File: config.mk
export PLATFORM = sky130hd
export DESIGN_NAME = bomba_esvaziamento
export DESIGN_NICKNAME = d
export VERILOG_FILES = /design/src/rtl/bomba_pkg.sv /design/src/rtl/bomba_esvaziamento_filtro_sensor.sv /design/src/rtl/bomba_esvaziamento.sv
export SDC_FILE = /design/constraint.sdc
export NUM_CORES = 1
export LEC_CHECK = 0
export ABC_AREA = 1
export ABC_CLOCK_PERIOD_IN_PS = 3250
export CORE_MARGIN = 2
export CORE_UTILIZATION = 39
export DETAILED_ROUTE_END_ITERATION = 8
export GPL_ROUTABILITY_DRIVEN = 0
export GPL_TIMING_DRIVEN = 0
export PLACE_DENSITY_LB_ADDON = 0.15
export REMOVE_ABC_BUFFERS = 1
export SYNTH_ARGS = -nofsm -noshare
export SYNTH_HDL_FRONTEND = slang
export SYNTH_SLANG_ARGS = --single-unit
File: constraint.sdc
create_clock -name clk -period 3.25 [get_ports clk]
set_input_delay 0.65 -clock clk [delete_from_list [all_inputs] [get_ports clk]]
set_output_delay 0.65 -clock clk [all_outputs]
set_load 0.02 [all_outputs]
File: src/rtl/bomba_pkg.sv
// bomba_pkg: state encodings and level-table next-state function shared by the pump controllers
package bomba_pkg;
  localparam logic [2:0] VAZIO      = 3'd0;
  localparam logic [2:0] ENCHENDO   = 3'd1;
  localparam logic [2:0] CHEIO      = 3'd2;
  localparam logic [2:0] ESVAZIANDO = 3'd3;
  localparam logic [2:0] FALHA      = 3'd4;
  // n = {low sensor, high sensor}; 01 (high wet, low dry) is always a sensor fault
  function automatic logic [2:0] prox_estado(input logic [2:0] e, input logic [1:0] n);
    if (n == 2'b01) return FALHA;
    case (e)
      VAZIO:      return n == 2'b10 ? ENCHENDO : n == 2'b11 ? FALHA : VAZIO;
      ENCHENDO:   return n == 2'b11 ? CHEIO : n == 2'b00 ? VAZIO : ENCHENDO;
      CHEIO:      return n == 2'b10 ? ESVAZIANDO : n == 2'b00 ? FALHA : CHEIO;
      ESVAZIANDO: return n == 2'b00 ? VAZIO : n == 2'b11 ? CHEIO : ESVAZIANDO;
      default:    return n == 2'b00 ? VAZIO : n == 2'b10 ? ENCHENDO : CHEIO;
    endcase
  endfunction
endpackage

File: src/rtl/bomba_esvaziamento_filtro_sensor.sv
// filtro_sensor: 2-FF synchroniser plus debounce; filt follows the input after DEB_CICLOS stable cycles
module filtro_sensor #(
  parameter int DEB_CICLOS = 4,
  parameter int LARG_CONT  = 4
) (
  input  logic clk,
  input  logic rst_n,
  input  logic raw,
  output logic filt
);
  logic [1:0] sinc;
  logic [LARG_CONT-1:0] cnt;
  always_ff @(posedge clk or negedge rst_n) begin
    if (!rst_n) begin
      sinc <= '0;
      filt <= 1'b0;
      cnt  <= '0;
    end else begin
      sinc <= {sinc[0], raw};
      if (sinc[1] == filt) cnt <= '0;
      else if (cnt == LARG_CONT'(DEB_CICLOS - 1)) begin
        filt <= sinc[1];
        cnt  <= '0;
      end else cnt <= cnt + 1'b1;
    end
  end
endmodule

File: src/rtl/bomba_esvaziamento.sv
// bomba_esvaziamento: drain pump controller with level FSM, anti-short-cycle timer; ALARME_TRAVADO_EN latches FALHA until ack
module bomba_esvaziamento
  import bomba_pkg::*;
#(
  parameter int DEB_CICLOS = 4,
  parameter int T_MIN_DESL = 8,
  parameter int LARG_CONT  = 4
) (
  input  logic clk,
  input  logic rst_n,
  input  logic s1,
  input  logic s2,
  input  logic alarme_b1,
  input  logic cheio_dest,
  input  logic ack,
  output logic m2,
  output logic alarme
);
  logic n1, n2, m2_prox;
  logic [2:0] estado, prox;
  logic [LARG_CONT-1:0] tmr, tmr_dec;
  filtro_sensor #(.DEB_CICLOS(DEB_CICLOS), .LARG_CONT(LARG_CONT)) u_f1 (.clk, .rst_n, .raw(s1), .filt(n1));
  filtro_sensor #(.DEB_CICLOS(DEB_CICLOS), .LARG_CONT(LARG_CONT)) u_f2 (.clk, .rst_n, .raw(s2), .filt(n2));
`ifdef ALARME_TRAVADO_EN
  assign prox = (estado == FALHA && !ack) ? FALHA : prox_estado(estado, {n1, n2});
`else
  logic unused_ack;
  assign unused_ack = ack;
  assign prox = prox_estado(estado, {n1, n2});
`endif
  // gate on the post-decrement value so the motor is off exactly T_MIN_DESL cycles
  assign tmr_dec = tmr - LARG_CONT'(tmr != '0);
  assign m2_prox = (prox == CHEIO || prox == ESVAZIANDO) && !alarme_b1 && !cheio_dest && tmr_dec == '0;
  always_ff @(posedge clk or negedge rst_n) begin
    if (!rst_n) begin
      estado <= VAZIO;
      m2     <= 1'b0;
      alarme <= 1'b0;
      tmr    <= LARG_CONT'(T_MIN_DESL);
    end else begin
      estado <= prox;
      alarme <= prox == FALHA;
      m2     <= m2_prox;
      tmr    <= (m2 && !m2_prox) ? LARG_CONT'(T_MIN_DESL) : tmr_dec;
    end
  end
endmodule

# --- After elaboration in Yosys (flattened, before gate mapping) ---
# Cells that the tools add are included.
op_classes:
  add_sub_neg: 3
  n_reduce_logical: 14
  n_mux: 19
  n_eq_ne: 13
  bitwise: 2
op_table:
  columns: ["cell", "n"]
  rows:
  - ["2-to-1 mux 4 bit", 5]
  - ["2-to-1 mux 3 bit", 6]
  - ["== test 3 x 2 -> 1 bit, second input constant", 4]
  - ["one-hot mux 3 bit (4 select lines)", 1]
  - ["adder 4 x 1 -> 4 bit, second input constant", 2]
  - ["== test 4 x 2 -> 1 bit, second input constant", 2]
  - ["2-to-1 mux 2 bit", 4]
  - ["== test 2 bit, second input constant", 2]
  - ["logical AND 1 bit", 4]
  - ["zero test 4 bit", 1]
  - ["AND reduction 2 bit", 2]
  - ["nonzero test 4 bit", 1]
  - ["subtractor 4 x 1 -> 4 bit", 1]
  - ["== test 3 x 1 -> 1 bit, second input constant", 1]
  - ["== test 3 bit, second input constant", 1]
  - ["zero test 1 bit", 3]
  - ["zero test 3 bit", 1]
  - ["2-to-1 mux 1 bit", 3]
  - ["== test 1 bit", 2]
  - ["== test 2 x 1 -> 1 bit, second input constant", 1]
  - ["zero test 2 bit", 1]
  - ["NOT 1 bit", 2]
  - ["logical OR 1 bit", 1]
word_totals:
  register_bits: 23
  elab_cells: 61
  output_inout_bits: 2

# --- Logic depth before layout (Yosys ltp) ---
# Gate-level depths: netlist of the first run.
logic_depth:
  depth_word: 13
  ltp_mapped: 11
  mapped_depth_nobuf: 11

# --- Modules after synthesis ---
# A second synthesis of the first run with hierarchy kept.
unflattened:
  hier_cells: 123
  area_unflattened_um2: 1119.8
modules_own_cells:
  columns: ["mod", "seq_area_each_um2", "cells_per_inst", "area_per_inst_um2", "n_inst"]
  rows:
  - ["bomba_esvaziamento", 226.5, 66, 548.0, 1]
  - ["filtro_sensor (u_f1)", 175.2, 28, 286.5, 1]
  - ["filtro_sensor (u_f2)", 175.2, 29, 285.3, 1]

# --- Worst setup path after synthesis of the first run ---
# OpenSTA, ideal clock, no wires.
synth_path:
  path_type: "register -> register"
  start: "register tmr[1]"
  end: "register tmr[0]"
  arrival_time_ns: 1.592
  stages_incl_launch_ff: 11
  setup_time_ns: 0.078
  n_path_buf: 0
  required_ns: 3.172
  setup_slack_ns: 1.580
  path_cell_list: "dfrtp_1 nor2_2 nand3_1 ha_1 ha_1 nand2_1 nor3_1 nand2_1 nor2_1 nand2_2 a21oi_1"
synth_via:
  elab_chain_len: 7
synth_lines:
  columns: ["element", "line_no", "source"]
  rows:
  - ["start: declaration", "bomba_esvaziamento.sv:21", "logic [LARG_CONT-1:0] tmr, tmr_dec;"]
  - ["start signal: assignment", "bomba_esvaziamento.sv:39", "tmr <= LARG_CONT'(T_MIN_DESL);"]
  - ["start signal: assignment", "bomba_esvaziamento.sv:44", "tmr <= (m2 && !m2_prox) ? LARG_CONT'(T_MIN_DESL) : tmr_dec;"]
  - ["nonzero test 4 bit", "bomba_esvaziamento.sv:32", "assign tmr_dec = tmr - LARG_CONT'(tmr != '0);"]
  - ["subtractor 4 x 1 -> 4 bit *", "bomba_esvaziamento.sv:32", null]
  - ["zero test 4 bit", "bomba_esvaziamento.sv:33", "assign m2_prox = (prox == CHEIO || prox == ESVAZIANDO) && !alarme_b1 && !cheio_dest && tmr_dec == '0;"]
  - ["logical AND 1 bit", "bomba_esvaziamento.sv:33", null]
  - ["zero test 1 bit", "bomba_esvaziamento.sv:44", null]
  - ["logical AND 1 bit", "bomba_esvaziamento.sv:44", null]
  - ["2-to-1 mux 4 bit *", "bomba_esvaziamento.sv:44", null]
# Mark *: on every way between the ends. The rest lies on a longest branch, timed or not.
# A chain may end at the register's enable or synchronous reset.

# --- Final worst setup path of the first run ---
layout_path:
  start: "register m2"
  end: "output m2"
layout_rtl:
  columns: ["element", "line_no", "source"]
  rows:
  - ["start: declaration", "bomba_esvaziamento.sv:16", "output logic m2,"]
  - ["start signal: assignment", "bomba_esvaziamento.sv:43", "m2 <= m2_prox;"]
# No word-level cell between the ends.

==> summary.md, run 1 <==
| Metric | Value |
|---|---|
| GRT overflow | 0 |
| Vias | 699 |
| Req. time, crit path | 2.60 ns |
| Hold Path Sink | u_f2.sinc[1]$_DFF_PN0_ |
| Clock slew at reported path FFs | 0.12 ns |
| Synth top area cells | dfrtp_1, ha_1, nor2_1 |
| Drt pass-1 iters | 3 |
| Die height | 56.3 um |
| Worst VDD drop | 0.000456 V |
| Share of cells above drive strength 1 | 0.0894 |
| Design Area, Final | 1200 um2 |
| Largest net degree at the start of global routing | 24 |
| Worst setup path category | reg -> out |
| Final wirelength | 1.56 mm |
| Fillcell total | 256 |
| Number of synthesized register bits | 23 |
| Slowest library cell on the worst path | clkdlybuf4s50_1 |
| Top Family by Delay on Critical Path | buffers and inverters |
| Crit-path max FO | 5 |
| Number of synthesized flops with an enable pin | 0 |
| Setup violators final | 0 |
| Most frequent cells after synthesis | dfrtp_1, nor2_1, nand2_1 |
| R2R depth | 10 |
| Final Slew Violations | 0 |
| Final Hold Viols | 0 |
| CTS Buffer Depth | 2 |
| Max-slew headroom | 0.323 |
| Syn Area/Cell | 9.54 um2 |
| # Post-CTS Setup Buffers | 0 |
| Worst Min Path Start | u_f2.sinc[0]$_DFF_PN0_ |
| Leak | 0.613 nW |
| Met1 wire length | 746 um |
| Crit path cell chain | clkdlybuf4s50_1 |
| WL met2 | 738 um |
| Power density of the placed cells | 841 nW/um2 |
| Synth warnings | 0 |
| Hpwl dp | 1.21 mm |
| Peak per-stage delay on the critical path | 0.63 ns |
| Num CTS Buffers | 3 |
| Clock Tree Root | clkbuf_4 |
| Hold path depth | 0 |
| Port Buffer Count | 7 |
| Wire per inst | 10.2 um |
| Die area | 3170 um2 |
| Fin Setup TNS | 0 ns |
| Least-Margin Pin Slew | 1.01 ns |
| Share of the synthesized area in the top cell type | 0.515 |
| Status | complete, no violations |
| Startpoint types | register |
| Area growth syn-to-layout | 12.6% |
| Post-Layout Cell Count | 153 |
| Max frequency | 497 MHz |
| Critical path data arrival time | 1.36 ns |
| Worst setup EP type | primary output |
| Top routing layer used | met4 |
| DRC | 0 |
| Worst min path class | reg -> reg |
| Starting Density | 0.420 |
| I/O pin total | 9 |
| Buf/Inv on CP | 1 |
| Global-route usage over all layers | 0.117 |
| CTS sink cnt | 23 |
| RSZ-0062 raised after global routing | false |
| CTS Hold Bufs | 0 |
| Mapped Cells | 112 |
| CTS tree | done |
| Post-CTS sizing | 0 |
| Vias in the first global route | 694 |
| Final min period | 2.01 ns |
| Reg2reg start | tmr[1]$_DFF_PN0_ |
| Max-cap violations | 0 |
| Yosys cell types | 16 |
| Clock Latency Late Sink | 0.30 ns |
| Fraction of registers with async set/reset | 1.00 |
| First-pass GRT wire length | 2.93 mm |
| Post-route ant nets | 0 |
| Tot Pwr | 0.00101 W |
| Sequential area share after synthesis | 0.540 |
| H-tree depth | 1 |
| Tcrit/Tclk final | 0.619 |
| Reg2reg setup slack | 1.38 ns |
| Top_reg_cell synth | dfrtp_1 |
| Ant. Diodes | 0 |
| Vias per cell | 4.57 |
| Dominant cell type by area after synthesis | dfrtp_1 |
| Placed Cells | 149 |
| Cell row count | 18 |
| Post-Synthesis Cell Area | 1070 um2 |
| CORE AREA | 2540 um2 |
| Nets | 141 |
| Most frequent cell after synthesis | dfrtp_1 |
| Initial antenna violation count | 0 |
| DRT iter0 DRCs | 1 |
| Clock skew | 0.00351 ns |
| Critical R2R Capture | tmr[0]$_DFF_PN0_ |
| Post-DP Area | 1180 um2 |
| Met3 wire length | 48 um |
| Die Width | 56.3 um |
## worst max path at each step
| stage | from | endpoint | slack (ns) | depth (start not counted) |
|---|---|---|---|---|
| 2_1_floorplan | tmr[1]$_DFF_PN0_ | tmr[0]$_DFF_PN0_ | 1.58 | 10 |
| 3_5_place_dp | rst_n | u_f2.cnt[0]$_DFF_PN0_ | 1.29 | 1 |
| 5_1_grt | m2$_DFF_PN0_ | m2 | 1.17 | 1 |
| 3_3_place_gp | rst_n | u_f2.cnt[2]$_DFF_PN0_ | 1.35 | 1 |
| 6_report | m2$_DFF_PN0_ | m2 | 1.24 | 1 |
| 4_1_cts | m2$_DFF_PN0_ | m2 | 1.21 | 1 |
## layout make-up
type                            count  area, um2  share of cell area
Sequential cell                    23        577               0.479
Multi-Input combinational cell     72        428               0.356
Timing Repair Buffer                7       70.1              0.0582
Inverter                           17       63.8              0.0530
Tap cell                           30       37.5              0.0312
Clock buffer                        3       22.5              0.0187
Clock inverter                      1       5.00             0.00416
## registers in the layout, indices dropped and copies added, names as in the netlist
signal and flops:
m2 1, u_f2.cnt 4, alarme 1, u_f1.sinc 2
u_f1.filt 1, tmr 4, u_f1.cnt 4, u_f2.sinc 2
estado 3, u_f2.filt 1
## cells by family after synthesis
logic type	after synthesis	share of synthesized area
buffers and inverters	17	0.0597
and+or+nand+nor	47	0.184
DFF	23	0.540
xor gates and xnor gates	7	0.0574
adders and majority gates	10	0.117
AOI/OAI and AO/OA	8	0.0421
## per-layer routing
metal	global-route usage	vias up
li1	-	364
met1	0.151	322
met2	0.188	9
met3	0.0276	4
met4	0.0510	0
met5	0	-
## stage by stage
| stage | hold WS, ns | utilization | setup slack (ns) |
|---|---|---|---|
| floorplan | 0.331 | - | 1.58 |
| global placement | 0.334 | 0.462 | 1.35 |
| detailed placement | 0.336 | 0.462 | 1.29 |
| CTS | 0.365 | 0.473 | 1.21 |
| global route | 0.372 | 0.473 | 1.17 |
| finish | 0.362 | 0.473 | 1.24 |
## where the power goes
group / total, W / leakage, nW / switching [W] / internal (W)
Clock: 0.000128 / 0.0177 / 0.0000825 / 0.0000459
Combinational: 0.000430 / 0.309 / 0.000249 / 0.000181
Sequential: 0.000454 / 0.286 / 0.0000702 / 0.000384
## layout by cell type, fill, tap and decap left out, drive strengths merged
master	instances
a21oi	5
clkbuf	3
clkdlybuf4s50	7
clkinv	1
dfrtp	22
dfstp	1
ha	10
inv	17
nand2	20
nand3	5
nor2	21
nor3	1
o211ai	2
o21ai	1
xnor2	5
xor2	2
Power figures use the tool's default switching activity.
==> run 2: changes to the inputs <==
Settings changed: ABC_CLOCK_PERIOD_IN_PS 3250 to 2000.
Clock period 3.25 ns to 2 ns, I/O delays scaled along.
==> run 2 against run 1 <==
  * Routed wire length unchanged
  * Final cell count increased by 0.65%
  * Hold slack gained 0.00095 ns
  * Combinational power is 68% higher
  * First-iteration DRC count stayed put
  * Die area stayed put
  * Clock skew fell by 0.0026 ns
  * Sequential share of layout area is 0.40 points lower
  * Setup slack got worse by 1.1 ns
  * Critical path depth is 9 higher
==> summary.md, run 2 (same netlist as run 1, synthesis figures left out) <==
| Metric | Value |
|---|---|
| Worst hold margin | 0.363 ns |
| CTS Buffer Depth | 2 |
| Post-Layout Cell Count | 154 |
| CTS Hold Bufs | 0 |
| Cell row count | 18 |
| Post-DP Area | 1180 um2 |
| Final Hold Viols | 0 |
| Leak | 0.617 nW |
| Clock skew | 0.000885 ns |
| Commonest non-fill, non-tap cell in the layout | dfrtp_1 |
| Crit path cell chain | nor2_2 -> nand3_1 -> ha_2 -> ha_1 -> nand2_1 -> nor3_1 -> nand2_1 -> nor2_1 -> nand2_2 -> a21oi_1 |
| Die Width | 56.3 um |
| Tot Pwr | 0.00167 W |
| Worst VDD drop | 0.000758 V |
| Nets | 142 |
| Vias | 712 |
| Post-route ant nets | 0 |
| First-pass GRT wire length | 2.93 mm |
| Worst min path class | reg -> reg |
| Clock Latency Late Sink | 0.30 ns |
| Global-route usage over all layers | 0.117 |
| Design Area, Final | 1210 um2 |
| I/O pin total | 9 |
| CORE AREA | 2540 um2 |
| Slowest library cell on the worst path | dfrtp_1 |
| Routing usage on met2 | 0.188 |
| Initial antenna violation count | 0 |
| GRT overflow | 0 |
| Layout Utilization | 0.477 |
| Setup violators final | 0 |
| Worst setup EP type | register |
| DRT iter0 DRCs | 1 |
| Wire per inst | 10.1 um |
| Vias per cell | 4.62 |
| Max-slew headroom | 0.314 |
| Routing usage on met3 | 0.0276 |
| Final min period | 1.83 ns |
| Reg area | 577 um2 |
| Die area | 3170 um2 |
| Crit-path max FO | 5 |
| Num CTS Buffers | 3 |
| Final Slew Violations | 0 |
| H-tree depth | 1 |
| Critical path data arrival time | 2.07 ns |
| Top Family by Delay on Critical Path | simple AND/OR/NAND/NOR gates |
| Power density of the placed cells | 1370 nW/um2 |
| CP dominant cell by count | nand2_1 |
| Starting Density | 0.420 |
| Placed Cells | 149 |
| Vias in the first global route | 694 |
| Met1 Use GR | 0.151 |
| DRC | 0 |
| Die height | 56.3 um |
| Status | complete, no violations |
| Clock Tree Root | clkbuf_4 |
| Final wirelength | 1.56 mm |
| Req. time, crit path | 2.24 ns |
| Tcrit/Tclk final | 0.914 |
| Max-cap violations | 0 |
| Drt pass-1 iters | 2 |
| Clock slew at reported path FFs | 0.12 ns |
| Port Buffer Count | 7 |
| Least-Margin Pin Slew | 1.03 ns |
| Commonest cells after routing, fill and taps aside | dfrtp_1, nor2_1, nand2_1, inv_1, ha_1 |
| Biggest regs | tmr (4), u_f1.cnt (4), u_f2.cnt (4) |
| Footprint of the multi-input gates | 430 um2 |
| Largest net degree at the start of global routing | 24 |
| Area growth syn-to-layout | 13.6% |
| Buf/Inv on CP | 0 |
| Max frequency | 547 MHz |
| Ant. Diodes | 0 |
| CTS sink cnt | 23 |
| Hpwl dp | 1.21 mm |
| CTS tree | done |
| Share of cells above drive strength 1 | 0.105 |
| Peak per-stage delay on the critical path | 0.41 ns |
| Worst setup path category | reg -> reg |
| Fillcell total | 254 |
| Gr busiest metal | met2 |
| Startpoint types | register |
[run 2: cell count changes in the layout (fill, tap and decap cells not counted)]
cell   previous run  this run
ha_1             10         9
buf_4             0         1
ha_2              0         1
[run 2: stage by stage]
step | setup slack [ns] | setup TNS, ns
after floorplan | 0.330 | 0
after global placement | 0.168 | 0
after detailed placement | 0.144 | 0
after CTS | 0.115 | 0
after global routing | -0.0212 | -0.0438
final | 0.173 | 0
[run 2: report_power, final]
part	internal, W	switching (W)
Clock	0.0000746	0.000134
Combinational	0.000312	0.000410
Sequential	0.000623	0.000112
Total	0.00101	0.000656
[run 2: final timing paths]
path	start	end	slack (ns)	depth (start not counted)
hold reg to reg	u_f2.sinc[0]$_DFF_PN0_	u_f2.sinc[1]$_DFF_PN0_	0.36	0
setup reg to reg	tmr[2]$_DFF_PN0_	tmr[2]$_DFF_PN0_	0.17	10
max in group asynchronous	rst_n	estado[2]$_DFF_PN0_	0.74	1
hold / removal	u_f2.sinc[0]$_DFF_PN0_	u_f2.sinc[1]$_DFF_PN0_	0.36	0
min in group asynchronous	rst_n	u_f1.cnt[1]$_DFF_PN0_	0.64	1
setup / recovery	tmr[2]$_DFF_PN0_	tmr[2]$_DFF_PN0_	0.17	10
[run 2: what timing repair did]
item	CTS	global route
endpoints found under the setup margin	0	4
resized for setup	0	1
buffers inserted	0	1
[run 2: worst register-to-register path, cell delays in order, from the launching register on]
cell	delay, ns
dfrtp_1	0.41
nor2_2	0.15
nand3_1	0.09
ha_2	0.20
ha_1	0.29
nand2_1	0.05
nor3_1	0.15
nand2_1	0.08
nor2_1	0.13
nand2_2	0.10
a21oi_1	0.13
[run 2: cell type report]
class                      count  area share
tap                           30      0.0309
sequential                    23       0.475
clock buffer                   3      0.0186
clock inverter                 1     0.00412
inverter                      17      0.0526
timing repair buffer           8      0.0639
multi-input combinational     72       0.355
[run 2: metal layers]
layer  vias up  share of wire
met5         -              0
met4         0          0.015
met3         4          0.031
met2         9           0.47
met1       333           0.49
li1        366              -
==> run 3: changes to the inputs <==
==> constraint.sdc (replaced) <==
create_clock -name clk -period 2 [get_ports clk]
set_input_delay 0.2 -clock clk [delete_from_list [all_inputs] [get_ports clk]]
set_output_delay 0.2 -clock clk [all_outputs]
set_load 0.02 [all_outputs]
==> results of run 3 <==
The final DEF is identical to that of run 2. Status: complete, no violations.
Among the figures that moved: hold slack 0.363 ns -> 0.321 ns; end point of the worst hold path u_f2.sinc[1]$_DFF_PN0_ -> u_f2.sinc[0]$_DFF_PN0_
